--- src/rtl/stack_ctl_pkg.sv ---
// Shared definitions for the register-stack controller: op encodings, default word width
// and the debug-peek FSM state type.
package stack_ctl_pkg;

  localparam int STACK_WIDTH = 16;

  typedef enum logic [1:0] {
    OP_NOP  = 2'd0,
    OP_PUSH = 2'd1,
    OP_POP  = 2'd2,
    OP_REPL = 2'd3
  } stack_op_e;

  typedef enum logic {
    DBG_IDLE = 1'b0,
    DBG_DONE = 1'b1
  } dbg_state_e;

endpackage

--- src/rtl/stack_ctl_if.sv ---
// CPU/debug side bundle of the stack controller. The master drives ops and peek requests;
// the slave (the controller) returns TOS, depth, flags and peek results.
interface stack_ctl_if
  import stack_ctl_pkg::*;
#(
  parameter int DEPTH = 4,
  parameter int WIDTH = STACK_WIDTH
);

  stack_op_e        op;
  logic [WIDTH-1:0] din;
  logic [WIDTH-1:0] tos;
  logic [DEPTH:0]   depth;
  logic             ovf;
  logic             unf;
  logic             clr_err;
  logic             dbg_req;
  logic [DEPTH-1:0] dbg_idx;
  logic             dbg_ack;
  logic [WIDTH-1:0] dbg_data;

  modport master (
    output op, din, clr_err, dbg_req, dbg_idx,
    input  tos, depth, ovf, unf, dbg_ack, dbg_data
  );

  modport slave (
    input  op, din, clr_err, dbg_req, dbg_idx,
    output tos, depth, ovf, unf, dbg_ack, dbg_data
  );

endinterface

--- src/rtl/stack_ctl_stack.sv ---
// Stack storage: 2**DEPTH words with one synchronous write port and one combinational
// read port. Contents are deliberately not reset.
module stack
  import stack_ctl_pkg::*;
#(
  parameter int DEPTH = 4,
  parameter int WIDTH = STACK_WIDTH
) (
  input  logic             clk_i,
  input  logic             we_i,
  input  logic [DEPTH-1:0] wa_i,
  input  logic [WIDTH-1:0] wd_i,
  input  logic [DEPTH-1:0] ra_i,
  output logic [WIDTH-1:0] rd_o
);

  logic [WIDTH-1:0] mem_q [2**DEPTH];

  // Write port.
  always_ff @(posedge clk_i) begin
    if (we_i) begin
      mem_q[wa_i] <= wd_i;
    end
  end

  assign rd_o = mem_q[ra_i];

endmodule

--- src/rtl/stack_ctl.sv ---
// Stack sequencing controller: pointer, registered TOS, depth, sticky error flags and a
// debug peek port that borrows the RAM read address whenever the CPU is not popping.
module stack_ctl
  import stack_ctl_pkg::*;
#(
  parameter int DEPTH = 4,
  parameter int WIDTH = STACK_WIDTH
) (
  input logic        clk,
  input logic        reset,
  stack_ctl_if.slave bus
);

  localparam logic [DEPTH:0]   DEPTH_FULL = (DEPTH + 1)'((2 ** DEPTH) + 1);
  localparam logic [DEPTH:0]   CNT_ONE    = (DEPTH + 1)'(1);
  localparam logic [DEPTH:0]   CNT_ZERO   = (DEPTH + 1)'(0);
  localparam logic [DEPTH-1:0] SP_ONE     = DEPTH'(1);
  localparam logic [DEPTH-1:0] SP_RESET   = {DEPTH{1'b1}};

  stack_op_e        op_s;
  logic [DEPTH-1:0] sp_q, sp_d;
  logic [WIDTH-1:0] tos_q, tos_d;
  logic [DEPTH:0]   depth_q, depth_d;
  logic             ovf_q, ovf_d;
  logic             unf_q, unf_d;
  logic             ovf_evt_s, unf_evt_s;
  logic [WIDTH-1:0] dbg_data_q, dbg_data_d;
  dbg_state_e       dbg_state_q, dbg_state_d;
  logic             dbg_grant_s, dbg_ack_s;

  logic             ram_we_s;
  logic [DEPTH-1:0] ram_wa_s;
  logic [WIDTH-1:0] ram_wd_s;
  logic [DEPTH-1:0] ram_ra_s;
  logic [WIDTH-1:0] ram_rd_s;

  assign op_s = bus.op;

  stack #(
    .DEPTH (DEPTH),
    .WIDTH (WIDTH)
  ) u_stack (
    .clk_i (clk),
    .we_i  (ram_we_s),
    .wa_i  (ram_wa_s),
    .wd_i  (ram_wd_s),
    .ra_i  (ram_ra_s),
    .rd_o  (ram_rd_s)
  );

  // RAM port steering: a POP owns the read address, otherwise the debug peek does.
  always_comb begin
    ram_we_s = (op_s == OP_PUSH);
    ram_wa_s = sp_q + SP_ONE;
    ram_wd_s = tos_q;
    if (op_s == OP_POP) begin
      ram_ra_s = sp_q;
    end else begin
      ram_ra_s = sp_q - bus.dbg_idx;
    end
  end

  // Pointer, TOS and depth next state; errors still execute the op, only depth saturates.
  always_comb begin
    sp_d      = sp_q;
    tos_d     = tos_q;
    depth_d   = depth_q;
    ovf_evt_s = 1'b0;
    unf_evt_s = 1'b0;
    case (op_s)
      OP_NOP: begin
        sp_d = sp_q;
      end
      OP_PUSH: begin
        sp_d  = sp_q + SP_ONE;
        tos_d = bus.din;
        if (depth_q == DEPTH_FULL) begin
          ovf_evt_s = 1'b1;
        end else begin
          depth_d = depth_q + CNT_ONE;
        end
      end
      OP_POP: begin
        sp_d  = sp_q - SP_ONE;
        tos_d = ram_rd_s;
        if (depth_q == CNT_ZERO) begin
          unf_evt_s = 1'b1;
        end else begin
          depth_d = depth_q - CNT_ONE;
        end
      end
      OP_REPL: begin
        tos_d = bus.din;
      end
      default: begin
        sp_d = sp_q;
      end
    endcase
  end

  // Sticky flags: a new event in the same cycle as clr_err keeps the flag set.
  always_comb begin
    if (ovf_evt_s) begin
      ovf_d = 1'b1;
    end else if (bus.clr_err) begin
      ovf_d = 1'b0;
    end else begin
      ovf_d = ovf_q;
    end
    if (unf_evt_s) begin
      unf_d = 1'b1;
    end else if (bus.clr_err) begin
      unf_d = 1'b0;
    end else begin
      unf_d = unf_q;
    end
  end

  // Peek result capture on grant; the read port then addresses sp-dbg_idx.
  always_comb begin
    if (dbg_grant_s) begin
      dbg_data_d = ram_rd_s;
    end else begin
      dbg_data_d = dbg_data_q;
    end
  end

  // Datapath registers.
  always_ff @(posedge clk) begin
    if (reset) begin
      sp_q       <= SP_RESET;
      tos_q      <= {WIDTH{1'b0}};
      depth_q    <= CNT_ZERO;
      ovf_q      <= 1'b0;
      unf_q      <= 1'b0;
      dbg_data_q <= {WIDTH{1'b0}};
    end else begin
      sp_q       <= sp_d;
      tos_q      <= tos_d;
      depth_q    <= depth_d;
      ovf_q      <= ovf_d;
      unf_q      <= unf_d;
      dbg_data_q <= dbg_data_d;
    end
  end

  // Debug FSM state register; reset drops any pending request.
  always_ff @(posedge clk) begin
    if (reset) begin
      dbg_state_q <= DBG_IDLE;
    end else begin
      dbg_state_q <= dbg_state_d;
    end
  end

  // Debug FSM next state.
  always_comb begin
    dbg_state_d = dbg_state_q;
    case (dbg_state_q)
      DBG_IDLE: begin
        if (dbg_grant_s) begin
          dbg_state_d = DBG_DONE;
        end else begin
          dbg_state_d = DBG_IDLE;
        end
      end
      DBG_DONE: begin
        dbg_state_d = DBG_IDLE;
      end
      default: begin
        dbg_state_d = DBG_IDLE;
      end
    endcase
  end

  // Debug FSM outputs: grant only from IDLE so the ack can never repeat back to back.
  always_comb begin
    dbg_grant_s = 1'b0;
    dbg_ack_s   = 1'b0;
    case (dbg_state_q)
      DBG_IDLE: begin
        dbg_grant_s = bus.dbg_req && (op_s != OP_POP);
      end
      DBG_DONE: begin
        dbg_ack_s = 1'b1;
      end
      default: begin
        dbg_ack_s = 1'b0;
      end
    endcase
  end

  assign bus.tos      = tos_q;
  assign bus.depth    = depth_q;
  assign bus.ovf      = ovf_q;
  assign bus.unf      = unf_q;
  assign bus.dbg_ack  = dbg_ack_s;
  assign bus.dbg_data = dbg_data_q;

endmodule

--- src/flat_wrapper.sv ---
// flat-port wrapper written by rule: the top's interface ports become plain ports
module stack_ctl_flat import stack_ctl_pkg::*;
#(
  parameter int DEPTH = 4,
  parameter int WIDTH = STACK_WIDTH
)
  (clk, reset, bus_op, bus_din, bus_clr_err, bus_dbg_req, bus_dbg_idx, bus_tos, bus_depth, bus_ovf, bus_unf, bus_dbg_ack, bus_dbg_data);
  stack_ctl_if #(.DEPTH(DEPTH), .WIDTH(WIDTH)) bus_i ();
  input logic clk;
  input logic reset;
  input wire logic [$bits(bus_i.op)-1:0] bus_op;
  input wire logic [$bits(bus_i.din)-1:0] bus_din;
  input wire logic [$bits(bus_i.clr_err)-1:0] bus_clr_err;
  input wire logic [$bits(bus_i.dbg_req)-1:0] bus_dbg_req;
  input wire logic [$bits(bus_i.dbg_idx)-1:0] bus_dbg_idx;
  output wire logic [$bits(bus_i.tos)-1:0] bus_tos;
  output wire logic [$bits(bus_i.depth)-1:0] bus_depth;
  output wire logic [$bits(bus_i.ovf)-1:0] bus_ovf;
  output wire logic [$bits(bus_i.unf)-1:0] bus_unf;
  output wire logic [$bits(bus_i.dbg_ack)-1:0] bus_dbg_ack;
  output wire logic [$bits(bus_i.dbg_data)-1:0] bus_dbg_data;
  assign bus_i.op = bus_op;
  assign bus_i.din = bus_din;
  assign bus_i.clr_err = bus_clr_err;
  assign bus_i.dbg_req = bus_dbg_req;
  assign bus_i.dbg_idx = bus_dbg_idx;
  assign bus_tos = bus_i.tos;
  assign bus_depth = bus_i.depth;
  assign bus_ovf = bus_i.ovf;
  assign bus_unf = bus_i.unf;
  assign bus_dbg_ack = bus_i.dbg_ack;
  assign bus_dbg_data = bus_i.dbg_data;
  stack_ctl #(.DEPTH(DEPTH), .WIDTH(WIDTH)) u_core (.clk(clk), .reset(reset), .bus(bus_i));
endmodule
--- config.mk ---
export PLATFORM = sky130hd
export DESIGN_NAME = stack_ctl_flat
export DESIGN_NICKNAME = d
export VERILOG_FILES = /design/src/rtl/stack_ctl_pkg.sv /design/src/rtl/stack_ctl_if.sv /design/src/rtl/stack_ctl_stack.sv /design/src/rtl/stack_ctl.sv /design/src/flat_wrapper.sv
export SDC_FILE = /design/constraint.sdc
export NUM_CORES = 1
export LEC_CHECK = 0
export ABC_AREA = 1
export CORE_MARGIN = 5
export CORE_UTILIZATION = 45
export DETAILED_ROUTE_END_ITERATION = 7
export MAX_ROUTING_LAYER = met4
export PLACE_DENSITY = 0.64
export SLEW_MARGIN = 10
export SYNTH_ARGS = -nofsm -noshare
export SYNTH_HDL_FRONTEND = slang
export SYNTH_HIERARCHICAL = 1
export SYNTH_SLANG_ARGS = --single-unit
--- constraint.sdc ---
create_clock -name clk -period 3.4 [get_ports clk]
set_input_delay 0.68 -clock clk [delete_from_list [all_inputs] [get_ports clk]]
set_output_delay 0.68 -clock clk [all_outputs]
set_load 0.05 [all_outputs]
==> results of run 1 <==
==> tightest hold or removal path: stages, from the launching register on <==
cell and delay (ns):
dfxtp_1 0.31, inv_1 0.05, a21oi_1 0.05
==> kinds of logic (layout without fill, tap and decap cells) <==
family          count (synthesis)  in the layout  share of synthesized area (%)
compound gates                 91             91                           3.47
xor+xnor                        8              8                          0.578
fa+ha+maj                      13             13                           1.27
buf+inv                       335            469                           10.3
flops                         300            300                           63.8
mux                            16             16                           1.62
simple gates                  599            599                           18.9
==> registers in the layout, summed over array words and instances, names as in the netlist <==
name,count
u_core/u_stack/mem_q,256
u_core/bus.dbg_data,16
u_core/bus.tos,16
u_core/bus.depth,5
u_core/sp_q,4
u_core/bus.ovf,1
u_core/bus.unf,1
u_core/dbg_state_q,1
==> how the worst max path moves through the flow <==
stage | startpoint | end | cells after the start
2_1_floorplan | bus_dbg_idx[0] | u_core/bus.tos[3] | 14
4_1_cts | u_core/bus.tos[2] | bus_tos[2] | 1
6_report | u_core/bus.tos[2] | bus_tos[2] | 1
3_3_place_gp | bus_op[0] | u_core/bus.tos[6] | 15
5_1_grt | bus_op[0] | u_core/bus.tos[6] | 15
3_5_place_dp | bus_op[0] | u_core/bus.tos[6] | 15
==> power by group through the flow <==
stage	Clock (mW)	Sequential, mW	Combinational, mW
after floorplan	0	4.73	1.18
after global placement	0	4.44	2.33
after detailed placement	0	4.44	2.37
after CTS	3.27	4.37	2.38
after global routing	3.42	4.38	2.58
final	3.22	4.37	2.37
==> through the flow <==
step                      utilization (%)  TNS (ns)  hold WS (ns)
after floorplan                         -         0         0.484
after global placement               50.8         0         0.432
after detailed placement             50.8    -0.206         0.436
after CTS                            54.1         0         0.446
after global routing                 54.1         0         0.459
final                                54.1         0         0.446
==> area by class of cell <==
| class | count | area [um2] | area share [%] |
|---|---|---|---|
| Inverter | 272 | 1020 | 6.40 |
| Timing Repair Buffer | 139 | 1410 | 8.80 |
| Multi-Input combinational cell | 727 | 3540 | 22.2 |
| Clock inverter | 12 | 114 | 0.712 |
| Clock buffer | 46 | 842 | 5.27 |
| Sequential cell | 300 | 8570 | 53.6 |
| Tap cell | 390 | 488 | 3.05 |
==> Yosys cell counts (all sizes together) <==
master  number  area (um2)
mux2        16         218
inv        272        1020
nand3      201        1010
nand4        2        12.5
edfxtp     256        7690
clkbuf      14        52.6
nor2        23        93.8
buf         49         315
o211ai       2        15.0
a21oi       44         220
o21bai       1        7.51
nor3         1        5.00
o21ai       43         215
fa           1        20.0
ha          12         150
nand3b       3        26.3
a21boi       1        7.51
nand2      369        1390
xor2         7        68.8
dfxtp       44         881
xnor2        1        8.76
==> per-layer routing <==
metal | global-route usage [%] | wire [um] | vias up
li1 | - | - | 4597
met1 | 29.2 | 15400 | 4627
met2 | 35.8 | 17300 | 345
met3 | 3.07 | 2330 | 79
met4 | 6.27 | 1070 | 0
met5 | - | 0 | -
==> flow_summary.toml, run 1 <==
[outcome]
status = "completed"

[floorplan]
ioPinCount = 66
coreArea_um2 = 29600
die_h_um = 183
rows = 63
initial_core_util_pct = 45.4
die_x_um = 183
die_area_um2 = 33400

[grt]
grt_max_degree = 75
grt_antenna_before_repair = 0
grt_pass1_vias = 9572
grt_pass1_wl_um = 55300
overflow = 0
grt_usage_pct = 22.0

[timing]
worst_pin_slew_ns = 0.736
rsz0062_at_grt = "false"
min_period_over_period_pct = 85.7
hold_viol = 0
slew_violations = 0
max_freq_mhz = 343
layout_setup_ws_ns = 0.486
slew-limit-headroom_pct = 50.9
finClkSkew_ns = 0.0211
finalSetupViolCount = 0
period_minus_slack_ns = 2.91

[place]
hpwl_um = 22500
gp_congestion = 0.874
post_dp_cell_area_um2 = 15000
numPortBuffers = 65
pre_cts_ws_ns = -0.0474
dp.cells = 1828

[power_and_ir_drop]
p_switching_mw = 3.02
cellPowerDensity_nw_per_um2 = 623
seqPwrFrac_pct = 43.8
clock_power_share_pct = 32.3
swShare_pct = 30.3
vdd_drop_max_uv = 408
p_comb_share_pct = 23.8
power_leakage_nw = 6.96
p_int_mw = 6.94
p_total_mw = 9.96

[synthesis]
yosysWarnings = 6
netlist_instances = 1362
synthesis.nets = 1401
synth.distinct_cells = 32
syn_area_um2 = 13400
ys_ff_latch = 300
yosysSeqAreaShare_pct = 63.8
syn_area_per_cell_um2 = 9.86

[worst_setup_path]
crit_path_max_fanout = 18
arrival_ns = 2.23
worst_ep_required_time_ns = 2.72
r2r_slack_ns = 0.54
crit_type = "reg2out"
rr_worst_depth = 16
cp_slowest_cell = "clkdlybuf4s50_1"
cp.buffers_inverters = 1
critical_path.cell_chain = "clkdlybuf4s50_1"
max_stage_delay_ns = 0.93
timing.rr.end = "u_core/bus.tos[1]"
start_kind = "register"
worstReg2RegStart = "u_core/sp_q[0]"
path_delay_family = "buffers and inverters"
cp-end-kind = "output pin"

[clock_network]
root_buffer = "clkbuf_16"
path_clk_slew_ns = 0.06
cts_buffers = 31
postCtsHoldBufs = 0
post_cts_resize_count = 0
clockBufferDepth = 3
cts_tree = "built"
h-tree-depth = 1
cts_setup_buffers = 0
insertion_delay_ns = 0.56
clock-sinks = 300

[drt]
drt_iter0_markers = 971
via_per_inst = 5.12
remaining_drc_errors = 0
drt_wl_total_um = 36100
ant_nets = 0
vias = 9648
first_pass_iters = 8
post_drt_wl_per_cell_um = 19.1

[job]
cap_violations = 0

[final_layout]
area_growth_syn_to_layout_pct = 19.1
nNetsFinal = 1510
fillCellCount = 2559
layout_common_cells = "nand2_1 (368), inv_1 (267), edfxtp_1 (256), nand3_1 (200), clkdlybuf4s50_1 (65)"
n_antenna_cell = 0
fin_area_um2 = 16000
final_common_cell = "nand2_1"
stdcell_count = 1886
drive_gt1_share_pct = 10.7

[worst_hold_path]
min_path_cells = 2
min-delay-path-class = "reg2reg"
holdPathEnd = "u_core/bus.dbg_data[5]"
worstHoldStart = "u_core/bus.dbg_data[5]"
Power figures use the tool's default switching activity.
==> inputs of run 2 (changes only) <==
--- a/config.mk
+++ b/config.mk
@@ -7,10 +7,11 @@
 export LEC_CHECK = 0
 export ABC_AREA = 1
 export CORE_MARGIN = 5
-export CORE_UTILIZATION = 45
+export CORE_UTILIZATION = 41
 export DETAILED_ROUTE_END_ITERATION = 7
+export GPL_TIMING_DRIVEN = 1
 export MAX_ROUTING_LAYER = met4
-export PLACE_DENSITY = 0.64
+export PLACE_DENSITY = 0.6
 export SLEW_MARGIN = 10
 export SYNTH_ARGS = -nofsm -noshare
 export SYNTH_HDL_FRONTEND = slang
==> flow_summary.toml, run 2 (same netlist as run 1, synthesis figures left out) <==
[grt]
grt_pass1_wl_um = 54900
grt_antenna_before_repair = 0
grt_usage_pct = 20.2
grt_max_degree = 65
overflow = 0
grt_pass1_vias = 9339

[drt]
drt_iter0_markers = 729
wl_met3_um = 2070
post_drt_wl_per_cell_um = 18.6
routed.top_layer = "met4"
dr_wl_met2_um = 17400
first_pass_iters = 5
vias = 9504
ant_nets = 0
wl_met1_um = 15600
remaining_drc_errors = 0
via_per_inst = 4.91
drt_wl_total_um = 36000

[final_layout]
n_antenna_cell = 0
top_register = "u_core/u_stack/mem_q"
fin_util_pct = 49.3
stdcell_count = 1934
area_growth_syn_to_layout_pct = 19.2
drive_gt1_share_pct = 10.8
nNetsFinal = 1507
layout_common_cells = "nand2_1 (368), inv_1 (267), edfxtp_1 (256), nand3_1 (200), clkdlybuf4s50_1 (65)"
fin_area_um2 = 16000
final_common_cell = "nand2_1"
largest_register_ff_count = 256

[worst_hold_path]
min-delay-path-class = "reg2reg"
worstHoldStart = "u_core/bus.dbg_data[1]"
min_path_cells = 2

[power_and_ir_drop]
cellPowerDensity_nw_per_um2 = 618
power_leakage_nw = 6.96
p_total_mw = 9.89
vdd_drop_max_uv = 464

[worst_setup_path]
crit_path_max_fanout = 18
cp_num_cells = 1
rr_worst_depth = 14
cp.buffers_inverters = 1
path_delay_family = "buffers and inverters"
worst_ep_required_time_ns = 2.72
startpoint = "u_core/bus.tos[7]"
critical_path.cell_chain = "clkdlybuf4s50_1"
worstReg2RegStart = "u_core/sp_q[0]"
start_kind = "register"
arrival_ns = 2.25
max_stage_delay_ns = 0.95
crit_type = "reg2out"
cp_slowest_cell = "clkdlybuf4s50_1"
cp-end-kind = "output pin"

[timing]
max_freq_mhz = 341
finalSetupViolCount = 0
finalHoldWorstSlack_ns = 0.450
slew_violations = 0
rsz0062_at_grt = "false"
period_minus_slack_ns = 2.93
finClkSkew_ns = 0.0178
hold_viol = 0
worst_pin_slew_ns = 0.686
slew-limit-headroom_pct = 54.2
min_period_over_period_pct = 86.3

[clock_network]
postCtsHoldBufs = 0
clock-sinks = 300
post_cts_resize_count = 0
root_buffer = "clkbuf_16"
h-tree-depth = 1
path_clk_slew_ns = 0.06
cts_setup_buffers = 0
insertion_delay_ns = 0.58
clockBufferDepth = 3
cts_tree = "built"
cts_buffers = 31

[place]
post_dp_cell_area_um2 = 15100
numPortBuffers = 65
gp_congestion = 0.852
dp.cells = 1877
hpwl_um = 22700

[floorplan]
die_area_um2 = 36500
die_x_um = 191
ioPinCount = 66
initial_core_util_pct = 41.4
rows = 66
coreArea_um2 = 32500
die_h_um = 191

[job]
cap_violations = 0

[outcome]
status = "completed"
-- run 2: cell types whose count changed in the layout (fill, tap and decap cells not counted), moves of 2 or more --
cell	delta
buf_4	-3
clkbuf_1	-5
clkinv_2	+6
bufinv_16	-2
clkbuf_8	+2
-- run 2: power breakdown --
group          total, mW  internal, mW  switching, mW
combinational       2.39         0.817           1.58
clock               3.13          1.75           1.38
sequential          4.36          4.27         0.0893
total               9.89          6.84           3.05
-- run 2: metrics by stage --
stage | setup TNS (ns) | setup slack, ns
finish | 0 | 0.467
global route | 0 | 0.358
CTS | 0 | 0.410
detailed placement | -0.0201 | -0.0201
global placement | -0.0251 | -0.0185
floorplan | 0 | 0.706
-- run 2: worst paths after layout --
path / to / slack [ns]
max reg2reg: u_core/bus.tos[11] / 0.59
min reg2reg: u_core/bus.dbg_data[1] / 0.45
min: u_core/bus.dbg_data[1] / 0.45
max: bus_tos[7] / 0.47
-- run 2: area by class of cell --
type                            instances  area, um2
Fill cell                            2987      16500
Sequential cell                       300       8570
Multi-Input combinational cell        727       3540
Timing Repair Buffer                  136       1380
Inverter                              272       1020
Clock buffer                           43        851
Tap cell                              442        553
Clock inverter                         14       83.8
-- run 2: routing by layer --
metal | GRT usage [%] | up-vias
met5 | - | -
met4 | 5.61 | 0
met3 | 2.81 | 69
met2 | 33.2 | 266
met1 | 26.6 | 4582
li1 | - | 4587
==> inputs of run 3 (changes only) <==
--- a/config.mk
+++ b/config.mk
@@ -6,7 +6,6 @@
 export NUM_CORES = 1
 export LEC_CHECK = 0
 export ABC_AREA = 1
-export CORE_MARGIN = 5
 export CORE_UTILIZATION = 41
 export DETAILED_ROUTE_END_ITERATION = 7
 export GPL_TIMING_DRIVEN = 1
==> flow_summary.toml, run 3 (same netlist as run 1, synthesis figures left out) <==
[outcome]
status = "completed"

[grt]
grt_usage_pct = 22.3
grt_antenna_before_repair = 0
overflow = 0
grt_pass1_wl_um = 54700
grt_max_degree = 65
grt_pass1_vias = 9184

[worst_hold_path]
min-delay-path-class = "reg2reg"
min_path_cells = 2
holdPathEnd = "u_core/bus.dbg_data[3]"
worstHoldStart = "u_core/bus.dbg_data[3]"

[place]
post_dp_cell_area_um2 = 15100
gp_congestion = 0.911
dp.cells = 1876
hpwl_um = 22900
pre_cts_ws_ns = -0.100
numPortBuffers = 65

[clock_network]
root_buffer = "clkbuf_16"
cts_buffers = 31
cts_tree = "built"
h-tree-depth = 1
cts_setup_buffers = 0
insertion_delay_ns = 0.56
clock-sinks = 300
path_clk_slew_ns = 0.06
post_cts_resize_count = 0
clockBufferDepth = 3
postCtsHoldBufs = 0

[timing]
setup_tns_ns = 0
max_freq_mhz = 344
rsz0062_at_grt = "false"
period_minus_slack_ns = 2.91
min_period_over_period_pct = 85.6
hold_viol = 0
slew-limit-headroom_pct = 54.7
finalSetupViolCount = 0
finClkSkew_ns = 0.0118
slew_violations = 0
worst_pin_slew_ns = 0.677
layout_setup_ws_ns = 0.489

[worst_setup_path]
worstReg2RegStart = "u_core/sp_q[0]"
cp_slowest_cell = "dfxtp_1"
r2r_slack_ns = 0.49
rr_worst_depth = 14
crit_path_max_fanout = 13
timing.rr.end = "u_core/bus.tos[0]"
critical_path.cell_chain = "inv_1, ha_1, inv_1, fa_1, xnor2_1, o21ai_2, inv_1, buf_4, nand3_1, nand3_1, nand2_1, mux2_2, o21ai_0, inv_1"
worst_ep_required_time_ns = 3.85
crit_top_cell = "inv_1"
cp-end-kind = "register"
arrival_ns = 3.36
crit_type = "reg2reg"
max_stage_delay_ns = 0.37
start_kind = "register"

[drt]
remaining_drc_errors = 0
via_per_inst = 4.92
ant_nets = 0
post_drt_wl_per_cell_um = 18.5
vias = 9520
drt_wl_total_um = 35800
first_pass_iters = 5
drt_iter0_markers = 699

[final_layout]
ff_latch_area_um2 = 8570
final_common_cell = "nand2_1"
largest_register_ff_count = 256
nNetsFinal = 1513
top_register = "u_core/u_stack/mem_q"
stdcell_count = 1933
drive_gt1_share_pct = 11.3
layout_common_cells = "nand2_1 (368), inv_1 (267), edfxtp_1 (256), nand3_1 (200), clkdlybuf4s50_1 (65)"
fillCellCount = 2949
fin_area_um2 = 16100
multi_input_area_um2 = 3540
area_growth_syn_to_layout_pct = 19.8
n_antenna_cell = 0

[floorplan]
initial_core_util_pct = 42.1
rows = 65
die_area_um2 = 33500
die_h_um = 183
ioPinCount = 66
coreArea_um2 = 31900
die_x_um = 183

[power_and_ir_drop]
power_leakage_nw = 7.01
vdd_drop_max_uv = 489
cellPowerDensity_nw_per_um2 = 629

[job]
cap_violations = 0
## run 3: cell types whose count changed in the layout (fill, tap and decap cells not counted)
| cell | delta |
|---|---|
| buf_4 | +8 |
| clkbuf_8 | +3 |
| clkinv_2 | -3 |
| buf_12 | -2 |
| bufinv_16 | +2 |
| clkinv_1 | -1 |
| clkinvlp_4 | -1 |
| inv_16 | -1 |
| inv_6 | +1 |
| o21ai_2 | +1 |
| o21ai_4 | -1 |
| xor2_1 | -1 |
| xor2_2 | +1 |
## run 3: routing by layer
metal,track usage (%),vias up,wire length (um)
met3,2.66,57,1960
met5,-,-,0
li1,-,4604,-
met4,5.73,0,816
met1,28.6,4611,15200
met2,37.5,248,17800
## run 3: how the worst max path moves through the flow
stage	end	from	cells past startpoint	slack (ns)
after floorplan	u_core/bus.tos[3]	bus_dbg_idx[0]	14	0.71
after global placement	u_core/bus.dbg_data[0]	bus_dbg_idx[0]	14	-0.07
after detailed placement	u_core/bus.dbg_data[0]	bus_dbg_idx[0]	14	-0.10
after CTS	u_core/bus.dbg_data[0]	u_core/sp_q[0]	14	0.47
after global routing	u_core/bus.tos[4]	u_core/sp_q[0]	14	0.33
final	u_core/bus.tos[0]	u_core/sp_q[0]	14	0.49
## run 3: cell type report
class | instances | share of cell area (%)
flip-flops and latches | 300 | 53.3
multi-input cells | 727 | 22.0
repair buffers | 142 | 8.73
inverters | 272 | 6.36
clock buffers | 46 | 5.55
well taps | 435 | 3.39
clock inverters | 11 | 0.661
## run 3: metrics by stage
stage	util [%]	hold WS, ns	power [mW]
floorplan	-	0.484	5.91
global placement	47.3	0.436	6.85
detailed placement	47.3	0.439	6.88
CTS	50.4	0.449	10.2
global route	50.4	0.463	10.5
finish	50.4	0.445	10.1
## run 3: power by group
group          total, mW  switching [mW]  leakage, nW  internal [mW]
Sequential          4.36          0.0835         2.70           4.27
Combinational       2.44            1.62         3.82          0.818
Clock               3.32            1.37        0.495           1.95
## run 3: critical path, delay by kind of cell, from the launching register on
| family | cells | cell delay [ns] |
|---|---|---|
| buffers and inverters | 5 | 0.75 |
| adder cells (fa/ha/maj) | 2 | 0.55 |
| flip-flops | 1 | 0.37 |
| AND/OR/NAND/NOR | 3 | 0.35 |
| AO/OA/AOI/OAI | 2 | 0.29 |
| multiplexers | 1 | 0.28 |
| XOR/XNOR | 1 | 0.21 |
